==> src/rtl/inst_loader_pkg.sv <==
// inst_loader_pkg -- shared defines and types for the instruction loader.
//
// The macros below are the defines shared across the loader slice:
//   CPU_WIDTH            instruction word width in bits
//   INST_MEM_ADDR_DEPTH  default instruction memory depth in words
//   INST_LOADER_ST_*     FSM state encodings
// Optional feature macro: INST_LOADER_CHECKSUM_EN adds the trailing
// checksum byte (CSUM state).
`ifndef INST_LOADER_DEFINES
`define INST_LOADER_DEFINES
`define CPU_WIDTH 32
`define INST_MEM_ADDR_DEPTH 16
`define INST_LOADER_ST_LEN  3'd0
`define INST_LOADER_ST_DATA 3'd1
`define INST_LOADER_ST_DONE 3'd2
`define INST_LOADER_ST_ERR  3'd3
`define INST_LOADER_ST_CSUM 3'd4
`endif

package inst_loader_pkg;

  localparam int CPU_W = `CPU_WIDTH;

  typedef enum logic [2:0] {
    ST_LEN  = `INST_LOADER_ST_LEN,
    ST_DATA = `INST_LOADER_ST_DATA,
    ST_DONE = `INST_LOADER_ST_DONE,
`ifdef INST_LOADER_CHECKSUM_EN
    ST_CSUM = `INST_LOADER_ST_CSUM,
`endif
    ST_ERR  = `INST_LOADER_ST_ERR
  } state_t;

endpackage

==> src/rtl/inst_loader_pack.sv <==
// inst_loader_pack -- little-endian byte-to-word assembler.
//
// Ports:
//   clk, rst      clock, synchronous active-high reset
//   clear         zero the byte counter (restart of a load)
//   byte_en       a byte is transferred this cycle
//   byte_in       the transferred byte
//   last_byte     combinational: this transfer completes a word
//   word_next     combinational: the word including the current byte
//   word          registered assembled word
//   word_valid    one-cycle pulse the cycle after a word completes
module inst_loader_pack
  import inst_loader_pkg::*;
(
  input  logic             clk,
  input  logic             rst,
  input  logic             clear,
  input  logic             byte_en,
  input  logic [7:0]       byte_in,
  output logic             last_byte,
  output logic [CPU_W-1:0] word_next,
  output logic [CPU_W-1:0] word,
  output logic             word_valid
);

  logic [1:0] byte_cnt;

  // Bytes shift in from the top, so after four bytes the first one
  // received sits in bits [7:0] (little-endian).
  assign last_byte = byte_en && (byte_cnt == 2'd3);
  assign word_next = {byte_in, word[CPU_W-1:8]};

  always_ff @(posedge clk) begin
    if (rst) begin
      byte_cnt   <= 2'd0;
      word       <= '0;
      word_valid <= 1'b0;
    end else begin
      word_valid <= last_byte && !clear;
      if (clear) begin
        byte_cnt <= 2'd0;
      end else if (byte_en) begin
        byte_cnt <= byte_cnt + 2'd1;
        word     <= word_next;
      end
    end
  end

endmodule

==> src/rtl/inst_loader.sv <==
// inst_loader -- loads a length-prefixed little-endian byte stream into
// instruction memory and holds the core in reset until it succeeds.
//
// Stream: 4-byte word count N, then N 4-byte words (word k -> address k).
// Optional macro INST_LOADER_CHECKSUM_EN: a trailing byte must equal the
// XOR of all data bytes, otherwise the load is rejected.
//
// Ports:
//   clk, rst          clock, synchronous active-high reset
//   in_valid/in_ready byte-stream handshake, in_data the byte
//   reload            pulse, restarts a load from DONE or ERR
//   mem_we/addr/wdata instruction memory write port
//   core_rst_n        core reset, released only in DONE
//   done, err         load accepted / rejected
module inst_loader
  import inst_loader_pkg::*;
#(
  parameter int DEPTH = `INST_MEM_ADDR_DEPTH,
  parameter int AW    = $clog2(DEPTH)
) (
  input  logic          clk,
  input  logic          rst,
  input  logic          in_valid,
  output logic          in_ready,
  input  logic [7:0]    in_data,
  input  logic          reload,
  output logic          mem_we,
  output logic [AW-1:0] mem_addr,
  output logic [31:0]   mem_wdata,
  output logic          core_rst_n,
  output logic          done,
  output logic          err
);

  localparam logic [31:0] DEPTH_W = 32'(DEPTH);
  localparam logic [AW:0] ONE     = {{AW{1'b0}}, 1'b1};

`ifdef INST_LOADER_CHECKSUM_EN
  localparam state_t AFTER_DATA = ST_CSUM;
`else
  localparam state_t AFTER_DATA = ST_DONE;
`endif

  state_t        state, state_next;
  logic          byte_en, pack_en, reload_go;
  logic          last_byte, word_valid, last_word;
  logic [31:0]   word_next, word;
  logic [AW:0]   len_q, word_cnt;
  logic [AW-1:0] addr_q;
  logic          wr_arm_q;

  assign byte_en   = in_valid && in_ready;
  assign reload_go = reload && ((state == ST_DONE) || (state == ST_ERR));
  assign last_word = ((word_cnt + ONE) == len_q);

`ifdef INST_LOADER_CHECKSUM_EN
  logic [7:0] csum_q;

  // The checksum byte is consumed by the FSM, not assembled into a word.
  assign pack_en = byte_en && (state != ST_CSUM);

  // Running XOR over data bytes only; the length prefix is excluded.
  always_ff @(posedge clk) begin
    if (rst || reload_go) begin
      csum_q <= 8'd0;
    end else if ((state == ST_DATA) && byte_en) begin
      csum_q <= csum_q ^ in_data;
    end
  end
`else
  assign pack_en = byte_en;
`endif

  inst_loader_pack u_pack (
    .clk        (clk),
    .rst        (rst),
    .clear      (reload_go),
    .byte_en    (pack_en),
    .byte_in    (in_data),
    .last_byte  (last_byte),
    .word_next  (word_next),
    .word       (word),
    .word_valid (word_valid)
  );

  // State register.
  always_ff @(posedge clk) begin
    if (rst) begin
      state <= ST_LEN;
    end else begin
      state <= state_next;
    end
  end

  // Next-state logic. Decisions are taken on the edge that accepts the
  // completing byte, using the combinationally assembled word, so DONE/ERR
  // is visible the cycle right after the last byte.
  always_comb begin
    state_next = state;
    case (state)
      ST_LEN: begin
        if (last_byte) begin
          if (word_next == 32'd0) begin
            state_next = AFTER_DATA;
          end else if (word_next > DEPTH_W) begin
            state_next = ST_ERR;
          end else begin
            state_next = ST_DATA;
          end
        end
      end
      ST_DATA: begin
        if (last_byte && last_word) begin
          state_next = AFTER_DATA;
        end
      end
`ifdef INST_LOADER_CHECKSUM_EN
      ST_CSUM: begin
        if (byte_en) begin
          state_next = (in_data == csum_q) ? ST_DONE : ST_ERR;
        end
      end
`endif
      ST_DONE, ST_ERR: begin
        if (reload) begin
          state_next = ST_LEN;
        end
      end
      default: state_next = ST_LEN;
    endcase
  end

  // Length and word counters. The write strobe comes from the assembler's
  // word_valid pulse, qualified by wr_arm_q which remembers that the word
  // completed while in DATA (length words never reach memory). Since the
  // length is bounded by DEPTH, the word counter never addresses past it.
  always_ff @(posedge clk) begin
    if (rst) begin
      len_q    <= '0;
      word_cnt <= '0;
      addr_q   <= '0;
      wr_arm_q <= 1'b0;
    end else if (reload_go) begin
      len_q    <= '0;
      word_cnt <= '0;
      wr_arm_q <= 1'b0;
    end else begin
      wr_arm_q <= (state == ST_DATA);
      if ((state == ST_LEN) && last_byte) begin
        len_q <= word_next[AW:0];
      end
      if ((state == ST_DATA) && last_byte) begin
        addr_q   <= word_cnt[AW-1:0];
        word_cnt <= word_cnt + ONE;
      end
    end
  end

  assign in_ready   = (state != ST_DONE) && (state != ST_ERR);
  assign done       = (state == ST_DONE);
  assign err        = (state == ST_ERR);
  assign core_rst_n = (state == ST_DONE);
  assign mem_we     = word_valid && wr_arm_q;
  assign mem_addr   = addr_q;
  assign mem_wdata  = word;

endmodule

==> config.mk <==
export PLATFORM = sky130hd
export DESIGN_NAME = inst_loader
export DESIGN_NICKNAME = d
export VERILOG_FILES = /design/src/rtl/inst_loader_pkg.sv /design/src/rtl/inst_loader_pack.sv /design/src/rtl/inst_loader.sv
export SDC_FILE = /design/constraint.sdc
export NUM_CORES = 1
export LEC_CHECK = 0
export BUFFER_PORTS_ARGS = -buffer_cell sky130_fd_sc_hd__buf_2
export CAP_MARGIN = 20
export CORE_ASPECT_RATIO = 0.6
export CORE_MARGIN = 1
export CORE_UTILIZATION = 40
export DETAILED_ROUTE_END_ITERATION = 8
export GPL_ROUTABILITY_DRIVEN = 0
export HOLD_SLACK_MARGIN = 0.06
export SYNTH_ARGS = -nofsm -noshare
export SYNTH_HDL_FRONTEND = slang
export SYNTH_SLANG_ARGS = --single-unit
==> constraint.sdc <==
create_clock -name clk -period 2.1 [get_ports clk]
set_clock_uncertainty 0.1 [all_clocks]
set_input_delay 0.21 -clock clk [delete_from_list [all_inputs] [get_ports clk]]
set_output_delay 0.21 -clock clk [all_outputs]
set_load 0.01 [all_outputs]
### Word level (Yosys, flattened, before mapping)

Cells that the tools add are included.

* flip-flop bits (word level): 53
* bits in latches: 0
* RAM bits: 0
* ROM bits: 0
* input port bits: 12
* output and inout bits: 41
* memories: 0

* add/subtract/negate cells: 2
* $mul: 0
* divide/modulo/power cells: 0
* $lt $le $gt $ge: 1
* eq/ne operators: 10
* shift-type cells: 0
* muxes and demuxes: 6
* bitwise gates (word level): 1
* reductions and logical operators: 18

Operators with widths (count)
* $gt 32x5->1 const B: 1
* $logic_not 32->1: 1
* $logic_and 1x1->1: 9
* $mux 3: 3
* $pmux 3 s3: 1
* $eq 3x2->1 const B: 2
* $ne 2x2->1 const B: 3
* $ne 3x2->1 const B: 2
* $add 5x1->5 const B: 1
* $eq 5x5->1: 1
* $mux 2: 2
* $reduce_and 2->1: 2
* $reduce_or 2->1: 2
* $eq 3x1->1 const B: 1
* $logic_not 3->1: 1
* $reduce_and 3->1: 1
* $add 2x1->2 const B: 1
* $eq 2x2->1 const B: 1
* $logic_not 1->1: 1
* $logic_or 1x1->1: 1
* $not 1->1: 1

### Longest topological paths before layout

Gate-level depths: netlist of the first run.

* depth in word-level cells: 7
* depth in mapped cells: 5

### Modules after synthesis

A second synthesis of the first run with hierarchy kept.

* cell total of the unflattened synthesis: 260
* area, all modules: 2606.2 um^2

Modules (own cells, without submodules)
* inst_loader_pack: instances 1, cells each 158, area each 1662.8 um^2, seq. area each 700.7 um^2
* inst_loader: instances 1, cells each 102, area each 943.4 um^2, seq. area each 340.3 um^2

### Least setup slack after synthesis of the first run

No wires, ideal clock.

* path type: register to register
* start point: register word_cnt[0]
* end point: register state[1]
* arrival: 1.396 ns
* path slack: 0.491 ns
* cell stages (with the launch flop): 6
* path through: dfxtp_1 > ha_1 > o21ba_2 > a22oi_1 > o2111ai_1 > a2111oi_1

* longest elaborated chain between the ends: 5

Ends and longest elaborated chain
* start: declaration: line inst_loader.sv:48 `logic [AW:0] len_q, word_cnt;`
* start signal: assignment: line inst_loader.sv:154 `word_cnt <= word_cnt + ONE;`
* $add 5x1->5: line inst_loader.sv:54 `assign last_word = ((word_cnt + ONE) == len_q);`
* $eq 5x5->1: line inst_loader.sv:54
* $logic_and 1x1->1: line inst_loader.sv:113 `if (last_byte && last_word) begin`
* $ne 2x2->1 (no line)
* $reduce_and 3->1 (no line)
* end signal: assignment: line inst_loader.sv:91 `state <= state_next;`
* end: declaration: line inst_loader.sv:44 `state_t state, state_next;`

No other way between the ends.
A chain may end at the register's enable or synchronous reset.

### Worst setup path after layout of the first run

* start point: input in_data[0]
* end point: register state[0]

* longest elaborated chain between the ends: 4

Ends and longest elaborated chain
* start: declaration: line inst_loader.sv:25 `input logic [7:0] in_data,`
* $logic_not 32->1: line inst_loader.sv:103 `if (word_next == 32'd0) begin`
* $mux 2: line inst_loader.sv:103
* $mux 3: line inst_loader.sv:102 `if (last_byte) begin`
* $pmux 3 s3: line inst_loader.sv:100 `case (state)`

No other way between the ends. The select of a mux whose other input is x is not followed.

==> out/metrics.json, run 1 <==
{
  "finalHoldViolCount": {"value": 0},
  "nFillCells": {"value": 519},
  "mostFrequentLayoutCell": {"value": "sky130_fd_sc_hd__nand2_1"},
  "die_w": {"value": 96.4, "unit": "um"},
  "synth.yosys.seq_area_share": {"value": 0.487},
  "numPlacedInstances": {"value": 365},
  "cts.root.buffer_cell": {"value": "sky130_fd_sc_hd__clkbuf_8"},
  "critPathRequiredTime": {"value": 2.21, "unit": "ns"},
  "tritoncts": {"value": "done"},
  "die_area": {"value": 5650, "unit": "um2"},
  "worst_min_path_class": {"value": "in -> reg"},
  "met2WireLength": {"value": 1.91, "unit": "mm"},
  "dr.pass1.iters": {"value": 4},
  "slew-limit-headroom": {"value": 0.661},
  "final_wl": {"value": 5.12, "unit": "mm"},
  "grt_max_degree": {"value": 40},
  "route.top_layer_used": {"value": "met4"},
  "crit_path_max_fanout": {"value": 2},
  "track_usage": {"value": 0.196},
  "via_per_inst": {"value": 5.05},
  "worst_setup_hold_path_clk_slew": {"value": 0.09, "unit": "ns"},
  "setup-tns-final": {"value": 0, "unit": "ns"},
  "critical_path.startpoint_type": {"value": "primary input"},
  "synth-xor-area-share": {"value": 0.0451},
  "synth_top_cell_area_share": {"value": 0.487},
  "tritoncts_sinks": {"value": 52},
  "post-route-cell-area": {"value": 2620, "unit": "um2"},
  "drt_iter0_markers": {"value": 64},
  "synth_compound_area_frac": {"value": 0.157},
  "cap_violations": {"value": 0},
  "placement.io_buffers": {"value": 52},
  "nets": {"value": 328},
  "worst_setup_path_end_kind": {"value": "flop"},
  "grt_pass1_wl": {"value": 8.35, "unit": "mm"},
  "synth_simple_gate_area_share": {"value": 0.236},
  "status": {"value": "completed"},
  "congestion_overflow_gr": {"value": 0},
  "clk-insertion-delay-late": {"value": 0.31, "unit": "ns"},
  "path_class": {"value": "in -> reg"},
  "cts-buffers-inserted": {"value": 5},
  "core": {"value": 5100, "unit": "um2"},
  "synth-warning-count": {"value": 0},
  "synth-adder-area-share": {"value": 0.0117},
  "route.detailed.wl_per_inst": {"value": 13.4, "unit": "um"},
  "synth_area_per_cell": {"value": 8.32, "unit": "um2"},
  "post_synth_mux_area_share": {"value": 0.0234},
  "power_density": {"value": 702, "unit": "nW/um2"},
  "cts-root-to-sink-buffers": {"value": 2},
  "synth_cell_type_count": {"value": 37},
  "post_route_cells_drive_above_1_share": {"value": 0.222},
  "first_global_vias": {"value": 1697},
  "synth_top_cells_by_area": {"value": "sky130_fd_sc_hd__dfxtp_1 49%, sky130_fd_sc_hd__nand2_1 13%, sky130_fd_sc_hd__a21oi_1 9.6%"},
  "cts_hold_buf": {"value": 8},
  "min_period": {"value": 1.96, "unit": "ns"},
  "floorplan.die.height": {"value": 58.6, "unit": "um"},
  "final_antenna_net_count": {"value": 0},
  "fmaxAchievable": {"value": 0.511, "unit": "GHz"},
  "flow.area_growth_from_synthesis": {"value": 22.4, "unit": "%"},
  "io_pins": {"value": 53},
  "cts_htree_levels": {"value": 2},
  "period_share": {"value": 0.932},
  "n_antenna_cell": {"value": 0},
  "layout.cells.most_common_list": {"value": "73 x sky130_fd_sc_hd__nand2_1, 52 x sky130_fd_sc_hd__buf_2, 52 x sky130_fd_sc_hd__dfxtp_1"},
  "grt_antenna_before_repair": {"value": 0},
  "routed-via-count": {"value": 1924},
  "setup_viol": {"value": 0},
  "library_cell_with_the_largest_summed_area_after_synthesis": {"value": "sky130_fd_sc_hd__dfxtp_1"},
  "post-cts-setup-buffer-count": {"value": 0},
  "syn_area": {"value": 2140, "unit": "um2"},
  "finish.cell_count_without_fillers": {"value": 381},
  "worst_slew_pin_slew": {"value": 0.508, "unit": "ns"},
  "initial_utilization": {"value": 0.419},
  "synthesized_nets": {"value": 271},
  "arrival_time_of_the_worst_setup_path": {"value": 2.07, "unit": "ns"},
  "drc": {"value": 0},
  "dr_wl_met3": {"value": 336, "unit": "um"},
  "detailedPlacementHpwl": {"value": 3.50, "unit": "mm"},
  "rows": {"value": 20},
  "grt_setup_unrepaired": {"value": "false"},
  "synth_seq_cells": {"value": 52},
  "p_leak": {"value": 1.12, "unit": "nW"},
  "max-vdd-ir-drop": {"value": 0.000332, "unit": "V"},
  "combinational_family_with_the_most_area_after_synthesis": {"value": "simple AND/OR/NAND/NOR gates"},
  "instance_area_after_placement": {"value": 2440, "unit": "um2"},
  "slew_viol_final": {"value": 0},
  "drt-met1-wl": {"value": 2.82, "unit": "mm"},
  "synth_cells": {"value": 257},
  "post_cts.resized_instances": {"value": 0}
}
## sequential cells by signal, indices dropped and copies added (netlist names)
name / cells
len_q: 5
mem_addr: 4
state: 2
u_pack.byte_cnt: 2
u_pack.word: 32
u_pack.word_valid: 1
word_cnt: 5
wr_arm_q: 1
## cell usage after synthesis
cell type                   count
sky130_fd_sc_hd__and2_1         3
sky130_fd_sc_hd__o21ai_0        8
sky130_fd_sc_hd__nand3_4        1
sky130_fd_sc_hd__a22oi_1        1
sky130_fd_sc_hd__nor3_1         1
sky130_fd_sc_hd__a2111oi_1      1
sky130_fd_sc_hd__buf_1          1
sky130_fd_sc_hd__a32o_1         1
sky130_fd_sc_hd__nor4_1         6
sky130_fd_sc_hd__nand2b_1       1
sky130_fd_sc_hd__nand3_1        3
sky130_fd_sc_hd__a21o_1         1
sky130_fd_sc_hd__a22o_1         1
sky130_fd_sc_hd__buf_4          1
sky130_fd_sc_hd__nand3b_1       2
sky130_fd_sc_hd__mux2i_1        5
sky130_fd_sc_hd__nor4b_1        1
sky130_fd_sc_hd__a21oi_2        1
sky130_fd_sc_hd__xor2_1         5
sky130_fd_sc_hd__inv_1          3
sky130_fd_sc_hd__nand4_1        2
sky130_fd_sc_hd__a2111o_1       1
sky130_fd_sc_hd__a21boi_0       1
sky130_fd_sc_hd__nor2_1        12
sky130_fd_sc_hd__a21oi_1       41
sky130_fd_sc_hd__or3_1          2
sky130_fd_sc_hd__dfxtp_1       52
sky130_fd_sc_hd__o21ba_2        1
sky130_fd_sc_hd__nor2b_1        1
sky130_fd_sc_hd__ha_1           2
sky130_fd_sc_hd__nor4_4         1
sky130_fd_sc_hd__clkbuf_1      11
sky130_fd_sc_hd__xnor2_1        6
sky130_fd_sc_hd__buf_6          2
sky130_fd_sc_hd__nand2_1       73
sky130_fd_sc_hd__nor2b_2        1
sky130_fd_sc_hd__o2111ai_1      1
## kinds of logic after synthesis
kind of cell / Yosys count
simple gates: 110
mux: 5
fa+ha+maj: 2
flops: 52
xor+xnor: 11
compound gates: 59
buf+inv: 18
## worst paths after layout
path                                       from        endpoint  slack (ns)  depth (start not counted)
worst max register to register  u_pack.word[13]        state[0]        0.33                          4
worst min-delay path                     reload        state[1]        0.27                          4
worst max-delay path                 in_data[0]        state[0]        0.14                          6
worst min register to register   u_pack.word[6]  u_pack.word[6]        0.36                          2
## metrics by stage
step | util | total power, mW | hold WS [ns] | setup slack (ns)
after floorplan | - | 1.18 | 0.246 | 0.491
final | 0.513 | 1.84 | 0.272 | 0.144
after global routing | 0.513 | 1.92 | 0.286 | 0.0929
after CTS | 0.513 | 1.85 | 0.247 | 0.189
after detailed placement | 0.479 | 1.25 | 0.347 | 0.336
after global placement | 0.479 | 1.25 | 0.342 | 0.349
## area by class of cell
cell class                      count  area (um2)  share of cell area
Inverter                            3        11.3             0.00430
Clock inverter                      2        10.0             0.00383
Timing Repair Buffer               65         378               0.144
Multi-Input combinational cell    187        1010               0.386
Clock buffer                        6        82.6              0.0316
Tap cell                           66        82.6              0.0316
Sequential cell                    52        1040               0.398
## where the power goes
part | internal [mW] | total, mW | switching [mW] | leakage (nW)
sequential | 1.02 | 1.06 | 0.0467 | 0.422
combinational | 0.0789 | 0.176 | 0.0972 | 0.645
clock | 0.264 | 0.600 | 0.336 | 0.0510
## layer usage
metal,vias to the layer above,track usage
met4,0,0.0567
met2,54,0.263
met1,875,0.304
li1,988,-
met5,-,0
met3,7,0.0491
## critical path, cell delays in order
cell and delay, ns:
sky130_fd_sc_hd__dlygate4sd3_1 0.54, sky130_fd_sc_hd__buf_2 0.13, sky130_fd_sc_hd__nor4_1 0.32, sky130_fd_sc_hd__nand4_1 0.23, sky130_fd_sc_hd__a2111o_1 0.38, sky130_fd_sc_hd__a32o_1 0.25
No activity file was read; power rests on OpenSTA's default activity.
==> run 2: changes to the inputs <==
ABC_AREA = 1   (was default)
BUFFER_PORTS_ARGS = default   (was -buffer_cell sky130_fd_sc_hd__buf_2)
CAP_MARGIN = default   (was 20)
DONT_BUFFER_PORTS = 1   (was default)
==> out/metrics.json, run 2 <==
{
  "status": {"value": "completed", "change": "unchanged"},
  "nets": {"value": 321, "change": "was 328"},
  "post_route_cells_drive_above_1_share": {"value": 0.0747, "change": "was 0.222"},
  "top_register": {"value": "u_pack.word", "change": "unchanged"},
  "drt_iter0_markers": {"value": 127, "change": "was 64"},
  "crit_path_max_fanout": {"value": 7, "change": "was 2"},
  "min_period": {"value": 1.71, "unit": "ns", "change": "was 1.96 ns"},
  "final_wl": {"value": 5.04, "unit": "mm", "change": "was 5.12 mm"},
  "slew-limit-headroom": {"value": 0.751, "change": "was 0.661"},
  "initial_utilization": {"value": 0.428, "change": "was 0.419"},
  "nFillCells": {"value": 529, "change": "was 519"},
  "syn_area": {"value": 2240, "unit": "um2", "change": "was 2140 um2"},
  "cap_violations": {"value": 0, "change": "unchanged"},
  "post_synth_mux_area_share": {"value": 0, "change": "was 0.0234"},
  "worst_slew_pin_slew": {"value": 0.372, "unit": "ns", "change": "was 0.508 ns"},
  "post-cts-setup-buffer-count": {"value": 0, "change": "unchanged"},
  "routed-via-count": {"value": 1880, "change": "was 1924"},
  "final_antenna_net_count": {"value": 0, "change": "unchanged"},
  "synth_top_cells_by_area": {"value": "sky130_fd_sc_hd__dfxtp_1 46%, sky130_fd_sc_hd__nand2_1 11%, sky130_fd_sc_hd__nor2_1 8.2%", "change": "was sky130_fd_sc_hd__dfxtp_1 49%, sky130_fd_sc_hd__nand2_1 13%, sky130_fd_sc_hd__a21oi_1 9.6%"},
  "post_cts.resized_instances": {"value": 0, "change": "unchanged"},
  "grt_pass1_wl": {"value": 8.26, "unit": "mm", "change": "was 8.35 mm"},
  "die_w": {"value": 98.6, "unit": "um", "change": "was 96.4 um"},
  "worst_setup_hold_path_clk_slew": {"value": 0.09, "unit": "ns", "change": "about the same"},
  "synth_cell_type_count": {"value": 29, "change": "was 37"},
  "setup_viol": {"value": 0, "change": "unchanged"},
  "finish.cell_count_without_fillers": {"value": 374, "change": "was 381"},
  "floorplan.die.height": {"value": 60.0, "unit": "um", "change": "was 58.6 um"},
  "tritoncts_sinks": {"value": 52, "change": "unchanged"},
  "cts.root.buffer_cell": {"value": "sky130_fd_sc_hd__clkbuf_8", "change": "unchanged"},
  "period_share": {"value": 0.813, "change": "was 0.932"},
  "synth_commonest_cells": {"value": "63 x sky130_fd_sc_hd__nand2_1, 52 x sky130_fd_sc_hd__dfxtp_1, 49 x sky130_fd_sc_hd__nor2_1, 33 x sky130_fd_sc_hd__inv_1, 23 x sky130_fd_sc_hd__a21oi_1", "change": "was 73 x sky130_fd_sc_hd__nand2_1, 52 x sky130_fd_sc_hd__dfxtp_1, 41 x sky130_fd_sc_hd__a21oi_1, 12 x sky130_fd_sc_hd__nor2_1, 11 x sky130_fd_sc_hd__clkbuf_1"},
  "grt_antenna_before_repair": {"value": 0, "change": "unchanged"},
  "route.detailed.wl_per_inst": {"value": 13.5, "unit": "um", "change": "was 13.4 um"},
  "io_pins": {"value": 53, "change": "unchanged"},
  "finalHoldViolCount": {"value": 0, "change": "unchanged"},
  "slew_viol_final": {"value": 0, "change": "unchanged"},
  "flow.area_growth_from_synthesis": {"value": 11.3, "unit": "%", "change": "was 22.4%"},
  "detailedPlacementHpwl": {"value": 3.51, "unit": "mm", "change": "was 3.50 mm"},
  "synth-warning-count": {"value": 0, "change": "unchanged"},
  "core": {"value": 5230, "unit": "um2", "change": "was 5100 um2"},
  "setup-tns-final": {"value": 0, "unit": "ns", "change": "unchanged"},
  "synth.yosys.seq_area_share": {"value": 0.465, "change": "was 0.487"},
  "drt-met1-wl": {"value": 2.72, "unit": "mm", "change": "was 2.82 mm"},
  "cts-root-to-sink-buffers": {"value": 2, "change": "unchanged"},
  "grt_max_degree": {"value": 40, "change": "unchanged"},
  "synth_area_per_cell": {"value": 7.44, "unit": "um2", "change": "was 8.32 um2"},
  "met2WireLength": {"value": 1.93, "unit": "mm", "change": "was 1.91 mm"},
  "die_area": {"value": 5910, "unit": "um2", "change": "was 5650 um2"},
  "mostFrequentLayoutCell": {"value": "sky130_fd_sc_hd__nand2_1", "change": "unchanged"},
  "critical_path.startpoint_type": {"value": "flop", "change": "was primary input"},
  "number_of_enable_type_register_cells_in_the_synthesized_netlist": {"value": 0, "change": "unchanged"},
  "fmaxAchievable": {"value": 0.586, "unit": "GHz", "change": "was 0.511 GHz"},
  "cts-buffers-inserted": {"value": 5, "change": "unchanged"},
  "synth_compound_area_frac": {"value": 0.165, "change": "was 0.157"},
  "synth_cells": {"value": 301, "change": "was 257"},
  "p_leak": {"value": 1.05, "unit": "nW", "change": "was 1.12 nW"},
  "synth_seq_cells": {"value": 52, "change": "unchanged"},
  "first_global_vias": {"value": 1645, "change": "was 1697"},
  "power_density": {"value": 791, "unit": "nW/um2", "change": "was 702 nW/um2"},
  "worst_setup_path_end_kind": {"value": "flop", "change": "unchanged"},
  "synth_top_cell_area_share": {"value": 0.465, "change": "was 0.487"},
  "grt_setup_unrepaired": {"value": "false", "change": "unchanged"},
  "numPlacedInstances": {"value": 356, "change": "was 365"},
  "worst_min_path_class": {"value": "in -> reg", "change": "unchanged"},
  "congestion_overflow_gr": {"value": 0, "change": "unchanged"},
  "rows": {"value": 20, "change": "unchanged"},
  "dr_wl_met3": {"value": 352, "unit": "um", "change": "was 336 um"},
  "synth-xor-area-share": {"value": 0, "change": "was 0.0451"},
  "route.top_layer_used": {"value": "met4", "change": "unchanged"},
  "layout.cells.most_common_list": {"value": "63 x sky130_fd_sc_hd__nand2_1, 52 x sky130_fd_sc_hd__dfxtp_1, 49 x sky130_fd_sc_hd__nor2_1", "change": "was 73 x sky130_fd_sc_hd__nand2_1, 52 x sky130_fd_sc_hd__buf_2, 52 x sky130_fd_sc_hd__dfxtp_1"},
  "arrival_time_of_the_worst_setup_path": {"value": 1.82, "unit": "ns", "change": "was 2.07 ns"},
  "max-vdd-ir-drop": {"value": 0.000299, "unit": "V", "change": "was 0.000332 V"},
  "path_class": {"value": "reg -> reg", "change": "was in -> reg"},
  "postSynth.topFlopCell": {"value": "sky130_fd_sc_hd__dfxtp_1", "change": "unchanged"},
  "combinational_family_with_the_most_area_after_synthesis": {"value": "simple AND/OR/NAND/NOR gates", "change": "unchanged"},
  "dr.pass1.iters": {"value": 5, "change": "was 4"},
  "largest_reg_flops": {"value": 32, "change": "unchanged"},
  "via_per_inst": {"value": 5.03, "change": "was 5.05"},
  "synthMostInstantiatedCell": {"value": "sky130_fd_sc_hd__nand2_1", "change": "unchanged"},
  "library_cell_with_the_largest_summed_area_after_synthesis": {"value": "sky130_fd_sc_hd__dfxtp_1", "change": "unchanged"},
  "post_layout_util": {"value": 0.477, "change": "was 0.513"},
  "cts_htree_levels": {"value": 2, "change": "unchanged"},
  "synthesized_nets": {"value": 315, "change": "was 271"},
  "synth-adder-area-share": {"value": 0.0112, "change": "was 0.0117"},
  "async_flop_share": {"value": 0, "change": "unchanged"},
  "clk-insertion-delay-late": {"value": 0.31, "unit": "ns", "change": "about the same"},
  "tritoncts": {"value": "done", "change": "unchanged"},
  "n_antenna_cell": {"value": 0, "change": "unchanged"},
  "critPathRequiredTime": {"value": 2.21, "unit": "ns", "change": "about the same"},
  "track_usage": {"value": 0.185, "change": "was 0.196"},
  "synth_simple_gate_area_share": {"value": 0.261, "change": "was 0.236"},
  "drc": {"value": 0, "change": "unchanged"},
  "placement.io_buffers": {"value": 0, "change": "was 52"},
  "reg.largest.list": {"value": "u_pack.word (32), len_q (5), word_cnt (5)", "change": "unchanged"}
}
run 2: changes by cell type in the layout (fill, tap and decap cells not counted), moves of 6 or more:
cell,previous run,this run
sky130_fd_sc_hd__buf_2,52,0
sky130_fd_sc_hd__nor2_1,12,49
sky130_fd_sc_hd__inv_1,3,33
sky130_fd_sc_hd__a211oi_1,0,22
sky130_fd_sc_hd__a21oi_1,41,23
sky130_fd_sc_hd__nand2_1,73,63
sky130_fd_sc_hd__nand3_1,3,10
sky130_fd_sc_hd__nor4_1,6,0
sky130_fd_sc_hd__xnor2_1,6,0
run 2: metal layers:
metal,up-vias,track usage
met5,-,0
met4,0,0.0512
met3,5,0.0538
met2,50,0.256
met1,841,0.275
li1,984,-
run 2: cell families after synthesis:
kind of cell,after synthesis
AOI/OAI and AO/OA,61
adders and majority gates,2
buffers and inverters,52
DFF,52
and+or+nand+nor,134
run 2: layout make-up:
type	instances	area (um2)	area share
sequential	52	1040	0.417
timing repair buffer	13	133	0.0532
inverter	38	148	0.0592
clock inverter	3	42.5	0.0171
multi-input combinational	197	978	0.392
clock buffer	5	68.8	0.0276
tap	66	82.6	0.0331
run 2: critical path, cell delays in order, from the launching register on:
cell and delay (ns):
sky130_fd_sc_hd__dfxtp_1 0.48, sky130_fd_sc_hd__ha_1 0.27, sky130_fd_sc_hd__inv_1 0.05, sky130_fd_sc_hd__nand2_1 0.07, sky130_fd_sc_hd__nand2_1 0.07, sky130_fd_sc_hd__nand2_1 0.06
sky130_fd_sc_hd__nand3_1 0.08, sky130_fd_sc_hd__nor2_1 0.10, sky130_fd_sc_hd__nand3_1 0.08, sky130_fd_sc_hd__nand2_1 0.08, sky130_fd_sc_hd__nand3_1 0.07, sky130_fd_sc_hd__nand2_1 0.06
sky130_fd_sc_hd__inv_1 0.04
run 2: stage by stage:
stage	power [mW]	instance area (um2)	hold WS (ns)	setup slack [ns]
3_3_place_gp	1.28	2270	0.183	0.493
4_1_cts	1.99	2490	0.0722	0.416
6_report	1.97	2490	0.0742	0.393
3_5_place_dp	1.28	2270	0.184	0.434
2_1_floorplan	1.25	2240	0.268	0.600
5_1_grt	2.07	2490	0.0817	0.194
run 2: worst paths after layout:
kind | from | endpoint | slack (ns) | depth (start not counted)
worst max register to register | word_cnt[0] | state[0] | 0.39 | 12
worst max-delay path | word_cnt[0] | state[0] | 0.39 | 12
worst min register to register | u_pack.byte_cnt[0] | u_pack.byte_cnt[0] | 0.37 | 2
worst min-delay path | rst | state[0] | 0.07 | 4
run 2: repair_timing:
item | in CTS | in global routing
endpoints found under the setup margin | 0 | 0
hold buffers | 10 | 0
endpoints found under the hold margin | 39 | 0
run 2: report_power, final:
| group | internal, mW | leakage (nW) | switching (mW) |
|---|---|---|---|
| Sequential | 1.03 | 0.425 | 0.0575 |
| Clock | 0.353 | 0.0541 | 0.335 |
| Combinational | 0.0749 | 0.572 | 0.120 |
